===== config.mk =====
export PLATFORM = sky130hd
export DESIGN_NAME = mem_access_sequencer_flat
export DESIGN_NICKNAME = d
export VERILOG_FILES = /design/src/rtl/mem_seq_pkg.sv /design/src/rtl/mem_access_sequencer_if.sv /design/src/rtl/mem_wait_counter.sv /design/src/rtl/mem_access_sequencer.sv /design/src/flat_wrapper.sv
export SDC_FILE = /design/constraint.sdc
export NUM_CORES = 1
export LEC_CHECK = 0
export BUFFER_PORTS_ARGS = -buffer_cell sky130_fd_sc_hd__buf_2
export CORE_MARGIN = 3
export CORE_UTILIZATION = 42
export CTS_BUF_LIST = sky130_fd_sc_hd__clkbuf_8
export DETAILED_ROUTE_END_ITERATION = 10
export GPL_TIMING_DRIVEN = 0
export PLACE_DENSITY = 0.85
export SKIP_CTS_REPAIR_TIMING = 1
export SYNTH_ARGS = -nofsm -noshare
export SYNTH_HDL_FRONTEND = slang
export SYNTH_SLANG_ARGS = --single-unit

===== constraint.sdc =====
create_clock -name clock -period 3.15 [get_ports clock]
set_input_delay 0.63 -clock clock [delete_from_list [all_inputs] [get_ports clock]]
set_output_delay 0.63 -clock clock [all_outputs]
set_load 0.02 [all_outputs]

===== src/rtl/mem_seq_pkg.sv =====
// Shared definitions for the memory access sequencer. The state encoding is
// also used by the control unit's debug state mux, so its values are fixed.
package mem_seq_pkg;

   typedef enum logic [1:0] {
      IDLE   = 2'd0,
      ACCESS = 2'd1,
      DONE   = 2'd2,
      ERR    = 2'd3
   } mem_seq_state_e;

   // Low address bits that must be zero for a word access
   localparam logic [1:0] WORD_ALIGN_MASK = 2'b11;

   function automatic logic is_word_aligned(input logic [1:0] addr_lsb);
      return (addr_lsb & WORD_ALIGN_MASK) == 2'b00;
   endfunction

endpackage


===== src/rtl/mem_access_sequencer_if.sv =====
// Request/done handshake from the control unit plus the RAM-side bus.
// The master side is the control unit together with the RAM; the slave
// side is the sequencer.
interface mem_access_sequencer_if #(
   parameter int ADDR_W = 32,
   parameter int DATA_W = 32
);
   logic              req;
   logic              we;
   logic [ADDR_W-1:0] addr;
   logic [DATA_W-1:0] wdata;
   logic              busy;
   logic              done;
   logic              align_err;
   logic [DATA_W-1:0] rdata;
   logic [ADDR_W-1:0] mem_addr;
   logic [DATA_W-1:0] mem_wdata;
   logic              mem_wr;
   logic [DATA_W-1:0] mem_rdata;
   logic [1:0]        state_out;

   modport master (
      output req, we, addr, wdata, mem_rdata,
      input  busy, done, align_err, rdata, mem_addr, mem_wdata, mem_wr, state_out
   );

   modport slave (
      input  req, we, addr, wdata, mem_rdata,
      output busy, done, align_err, rdata, mem_addr, mem_wdata, mem_wr, state_out
   );
endinterface


===== src/rtl/mem_wait_counter.sv =====
// Wait-state counter: cleared when an access is accepted, counts while the
// access is in progress and flags the last cycle of the hold window.
module mem_wait_counter #(
   parameter int LATENCY = 3
) (
   input  logic clock,
   input  logic reset,
   input  logic clear,
   input  logic enable,
   output logic tc
);
   localparam int CNT_W = $clog2(LATENCY + 1);
   localparam logic [CNT_W-1:0] TC_VAL = CNT_W'(LATENCY - 1);

   logic [CNT_W-1:0] cnt;

   // Clear has priority so a new access always starts counting from zero
   always_ff @(posedge clock or posedge reset) begin
      if (reset) begin
         cnt <= '0;
      end else if (clear) begin
         cnt <= '0;
      end else if (enable) begin
         cnt <= cnt + 1'b1;
      end
   end

   assign tc = (cnt == TC_VAL);
endmodule


===== src/rtl/mem_access_sequencer.sv =====
// Memory-side sequencer between the multicycle control unit and the
// synchronous RAM. Latches an access, holds address/write data stable for
// LATENCY cycles, captures read data and pulses done. Misaligned word
// accesses are rejected without driving the RAM.
module mem_access_sequencer
   import mem_seq_pkg::*;
#(
   parameter int LATENCY = 3,
   parameter int ADDR_W  = 32,
   parameter int DATA_W  = 32
) (
   input  logic                  clock,
   input  logic                  reset,
   mem_access_sequencer_if.slave bus
);

   mem_seq_state_e state;
   logic           we_q;
   logic           accept;
   logic           cnt_en;
   logic           cnt_tc;

   // An aligned request in IDLE starts a real memory access
   assign accept = (state == IDLE) && bus.req && is_word_aligned(bus.addr[1:0]);
   assign cnt_en = (state == ACCESS);

   mem_wait_counter #(
      .LATENCY (LATENCY)
   ) u_wait_counter (
      .clock  (clock),
      .reset  (reset),
      .clear  (accept),
      .enable (cnt_en),
      .tc     (cnt_tc)
   );

   // Sequencer FSM: accept/reject in IDLE, hold in ACCESS, one-cycle DONE/ERR
   always_ff @(posedge clock or posedge reset) begin
      if (reset) begin
         state         <= IDLE;
         we_q          <= 1'b0;
         bus.mem_addr  <= {ADDR_W{1'b0}};
         bus.mem_wdata <= {DATA_W{1'b0}};
         bus.rdata     <= {DATA_W{1'b0}};
      end else begin
         case (state)
            IDLE: begin
               if (bus.req) begin
                  if (is_word_aligned(bus.addr[1:0])) begin
                     state         <= ACCESS;
                     we_q          <= bus.we;
                     bus.mem_addr  <= bus.addr;
                     bus.mem_wdata <= bus.wdata;
                  end else begin
                     state <= ERR;
                  end
               end
            end
            ACCESS: begin
               if (cnt_tc) begin
                  state <= DONE;
                  if (!we_q) begin
                     bus.rdata <= bus.mem_rdata;
                  end
               end
            end
            DONE:    state <= IDLE;
            ERR:     state <= IDLE;
            default: state <= IDLE;
         endcase
      end
   end

   // Outputs decode straight from the state register so reset clears them at once
   assign bus.busy      = (state != IDLE);
   assign bus.done      = (state == DONE) || (state == ERR);
   assign bus.align_err = (state == ERR);
   assign bus.mem_wr    = (state == ACCESS) && we_q;
   assign bus.state_out = state;

endmodule


===== src/flat_wrapper.sv =====
// flat-port wrapper written by rule: the top's interface ports become plain ports
module mem_access_sequencer_flat import mem_seq_pkg::*;
#(
   parameter int LATENCY = 3,
   parameter int ADDR_W  = 32,
   parameter int DATA_W  = 32
)
  (clock, reset, bus_req, bus_we, bus_addr, bus_wdata, bus_mem_rdata, bus_busy, bus_done, bus_align_err, bus_rdata, bus_mem_addr, bus_mem_wdata, bus_mem_wr, bus_state_out);
  mem_access_sequencer_if #(.ADDR_W(ADDR_W), .DATA_W(DATA_W)) bus_i ();
  input  logic clock;
  input  logic reset;
  input wire logic [$bits(bus_i.req)-1:0] bus_req;
  input wire logic [$bits(bus_i.we)-1:0] bus_we;
  input wire logic [$bits(bus_i.addr)-1:0] bus_addr;
  input wire logic [$bits(bus_i.wdata)-1:0] bus_wdata;
  input wire logic [$bits(bus_i.mem_rdata)-1:0] bus_mem_rdata;
  output wire logic [$bits(bus_i.busy)-1:0] bus_busy;
  output wire logic [$bits(bus_i.done)-1:0] bus_done;
  output wire logic [$bits(bus_i.align_err)-1:0] bus_align_err;
  output wire logic [$bits(bus_i.rdata)-1:0] bus_rdata;
  output wire logic [$bits(bus_i.mem_addr)-1:0] bus_mem_addr;
  output wire logic [$bits(bus_i.mem_wdata)-1:0] bus_mem_wdata;
  output wire logic [$bits(bus_i.mem_wr)-1:0] bus_mem_wr;
  output wire logic [$bits(bus_i.state_out)-1:0] bus_state_out;
  assign bus_i.req = bus_req;
  assign bus_i.we = bus_we;
  assign bus_i.addr = bus_addr;
  assign bus_i.wdata = bus_wdata;
  assign bus_i.mem_rdata = bus_mem_rdata;
  assign bus_busy = bus_i.busy;
  assign bus_done = bus_i.done;
  assign bus_align_err = bus_i.align_err;
  assign bus_rdata = bus_i.rdata;
  assign bus_mem_addr = bus_i.mem_addr;
  assign bus_mem_wdata = bus_i.mem_wdata;
  assign bus_mem_wr = bus_i.mem_wr;
  assign bus_state_out = bus_i.state_out;
  mem_access_sequencer #(.LATENCY(LATENCY), .ADDR_W(ADDR_W), .DATA_W(DATA_W)) u_core (.clock(clock), .reset(reset), .bus(bus_i));
endmodule

==> qor.yml <==
run_status:
  status: "complete, no violations"
setup_path:
  start_kind: "flip-flop"
  worstSetupEndpointType: "output port"
  crit_end: "bus_busy"
  path_max_fanout: 9
  r2r_slack_ns: 1.34
  critPathArrivalTime_ns: 1.34
  r2r-start: "u_core.bus.state_out[0]"
  ff2ff_path_depth: 5
  crit_type: "flip-flop to output port"
  required_ns: 2.52
  startpoint: "u_core.bus.state_out[1]"
  r2r-end: "u_core.bus.mem_addr[16]"
die:
  die_w_um: 102
  initial_core_util: 0.437
  die_h_um: 102
  top_level_ports: 202
  core_mm2: 0.00885
  die-area_mm2: 0.0104
  num_rows: 34
finish:
  area_delta_synth_final_pct: 35.8
  drive_above_1_share: 0.669
  post_layout_nonfiller_instances: 558
  mostFrequentLayoutCells: "204 x buf_2, 101 x dfrtp_1, 69 x mux2_2"
  antenna_cells: 0
  final_nets: 547
  layout_commonest_cell: "buf_2"
synthesis:
  yosysSeqAreaShare: 0.654
  synth_nets: 333
  ys.flop_type: "dfrtp_1"
  synth_cell_types: 20
  synth-seq-cells: 101
  synth-edff-count: 0
  netlist_instances: 232
  synth_area_mm2: 0.00387
  synth_warnings: 0
  async_flop_share: 1.00
  syn_area_per_cell_um2: 16.7
global_route:
  grt_max_degree: 45
  antenna_found_initial: 0
  grt_pass1_wl_um: 13200
  grt_usage: 0.162
  grt_pass1_vias: 2761
  gr-total-overflow: 0
timing:
  fin_setup_tns_ns: 0
  worstMarginPinSlew_ns: 0.384
  min_period_ns: 1.97
  slew_violations: 0
  final_hold_viol_count: 0
  fin_worst_skew_ns: 0.0103
  rsz0062_at_grt: "false"
  post-route-period-util: 0.627
  max_freq_ghz: 0.507
  maxSlewHeadroom: 0.743
  setup_violations: 0
pwr:
  ir_worst_vdd_mv: 0.568
  p_total_w: 0.00555
  power_density_mw_per_mm2: 1060
  p_leak_nw: 2.68
drt:
  postRouteAntennaNets: 0
  drt-vias-per-instance: 4.71
  vias: 2627
  drtIter0Drc: 37
  avgRoutedWirePerCell_um: 15.2
  drt_first_pass_iters: 3
  wl_um: 8460
  drc: 0
clock_tree:
  cts_max_level: 3
  clockBufferDepth: 2
  cts_tree: "yes"
  cts_buffers: 9
  cts.sinks: 101
  path_clk_slew_ns: 0.09
  cts_root_buffer: "clkbuf_8"
  clk_latency_ns: 0.34
place:
  place_congestion: 0.707
  portBuffers: 201
  dpl.hpwl_um: 6680
  placedCellCount: 543
job:
  cap_violations: 0
hold_path:
  min_path_type: "input pin to asynchronous set/reset pin"
-- synth_stat cells (2+ instances only) --
master	number	area, um2
inv_1	3	11.3
mux2_1	26	293
nor2_1	4	15.0
buf_2	3	15.0
o21ai_0	2	10.0
dfrtp_1	101	2530
nor2b_1	3	18.8
nand2_1	2	7.51
nand2b_1	2	12.5
a21oi_1	2	10.0
buf_6	7	78.8
mux2_2	69	777
-- registers in the layout (all words and copies together) (netlist names) --
| register | flops |
|---|---|
| u_core.bus.state_out | 2 |
| u_core.bus.mem_addr | 32 |
| u_core.bus.mem_wdata | 32 |
| u_core.we_q | 1 |
| u_core.u_wait_counter.cnt | 2 |
| u_core.bus.rdata | 32 |
-- cell families after synthesis --
kind of cell,Yosys count,share of synthesized area
fa+ha+maj,1,0.00324
compound gates,4,0.00518
buf+inv,14,0.0282
mux,95,0.277
simple gates,17,0.0330
flops,101,0.654
-- critical path, cell delays in order, from the launching register on --
cell and delay [ns]:
dfrtp_1 0.51, or2_2 0.34, buf_2 0.16
-- worst min-delay path by stage --
| stage | to | slack (ns) | depth (start not counted) |
|---|---|---|---|
| finish | u_core.bus.mem_addr[16] | 0.27 | 2 |
| global route | u_core.bus.mem_addr[12] | 0.25 | 2 |
| CTS | u_core.bus.mem_addr[16] | 0.25 | 2 |
| detailed placement | u_core.bus.mem_addr[20] | 0.47 | 1 |
| global placement | u_core.bus.mem_addr[5] | 0.46 | 1 |
| floorplan | u_core.u_wait_counter.cnt[1] | 0.49 | 2 |
-- metrics by stage --
step / utilization / hold slack [ns] / instance area, um2 / setup WS (ns)
final: 0.593 / 0.266 / 5250 / 1.18
after floorplan: - / 0.487 / 3870 / 1.32
after global routing: 0.593 / 0.251 / 5250 / 1.08
after global placement: 0.566 / 0.463 / 5010 / 0.732
after CTS: 0.593 / 0.254 / 5250 / 1.15
after detailed placement: 0.571 / 0.469 / 5050 / 1.14
-- power by group --
group / switching, W / internal (W)
combinational: 0.00142 / 0.00106
sequential: 0.000327 / 0.00193
clock: 0.000413 / 0.000404
total: 0.00216 / 0.00339
-- routing by layer --
layer  routed length [um]  track usage  share of wire
met5                    0            0              0
met2                 4410        0.283           0.52
met1                 3160        0.189           0.37
met4                  118       0.0525          0.014
met3                  774       0.0539          0.092
-- cell type report --
cell class              count  area (um2)
plain buffers              11        97.6
clock buffers              11         151
clock inverters             4        48.8
fillers                   718        3600
inverters                   3        15.0
multi-input cells         117        1230
flip-flops and latches    101        2530
well taps                 108         135
repair buffers            203        1050
No activity file was read; power rests on OpenSTA's default activity.
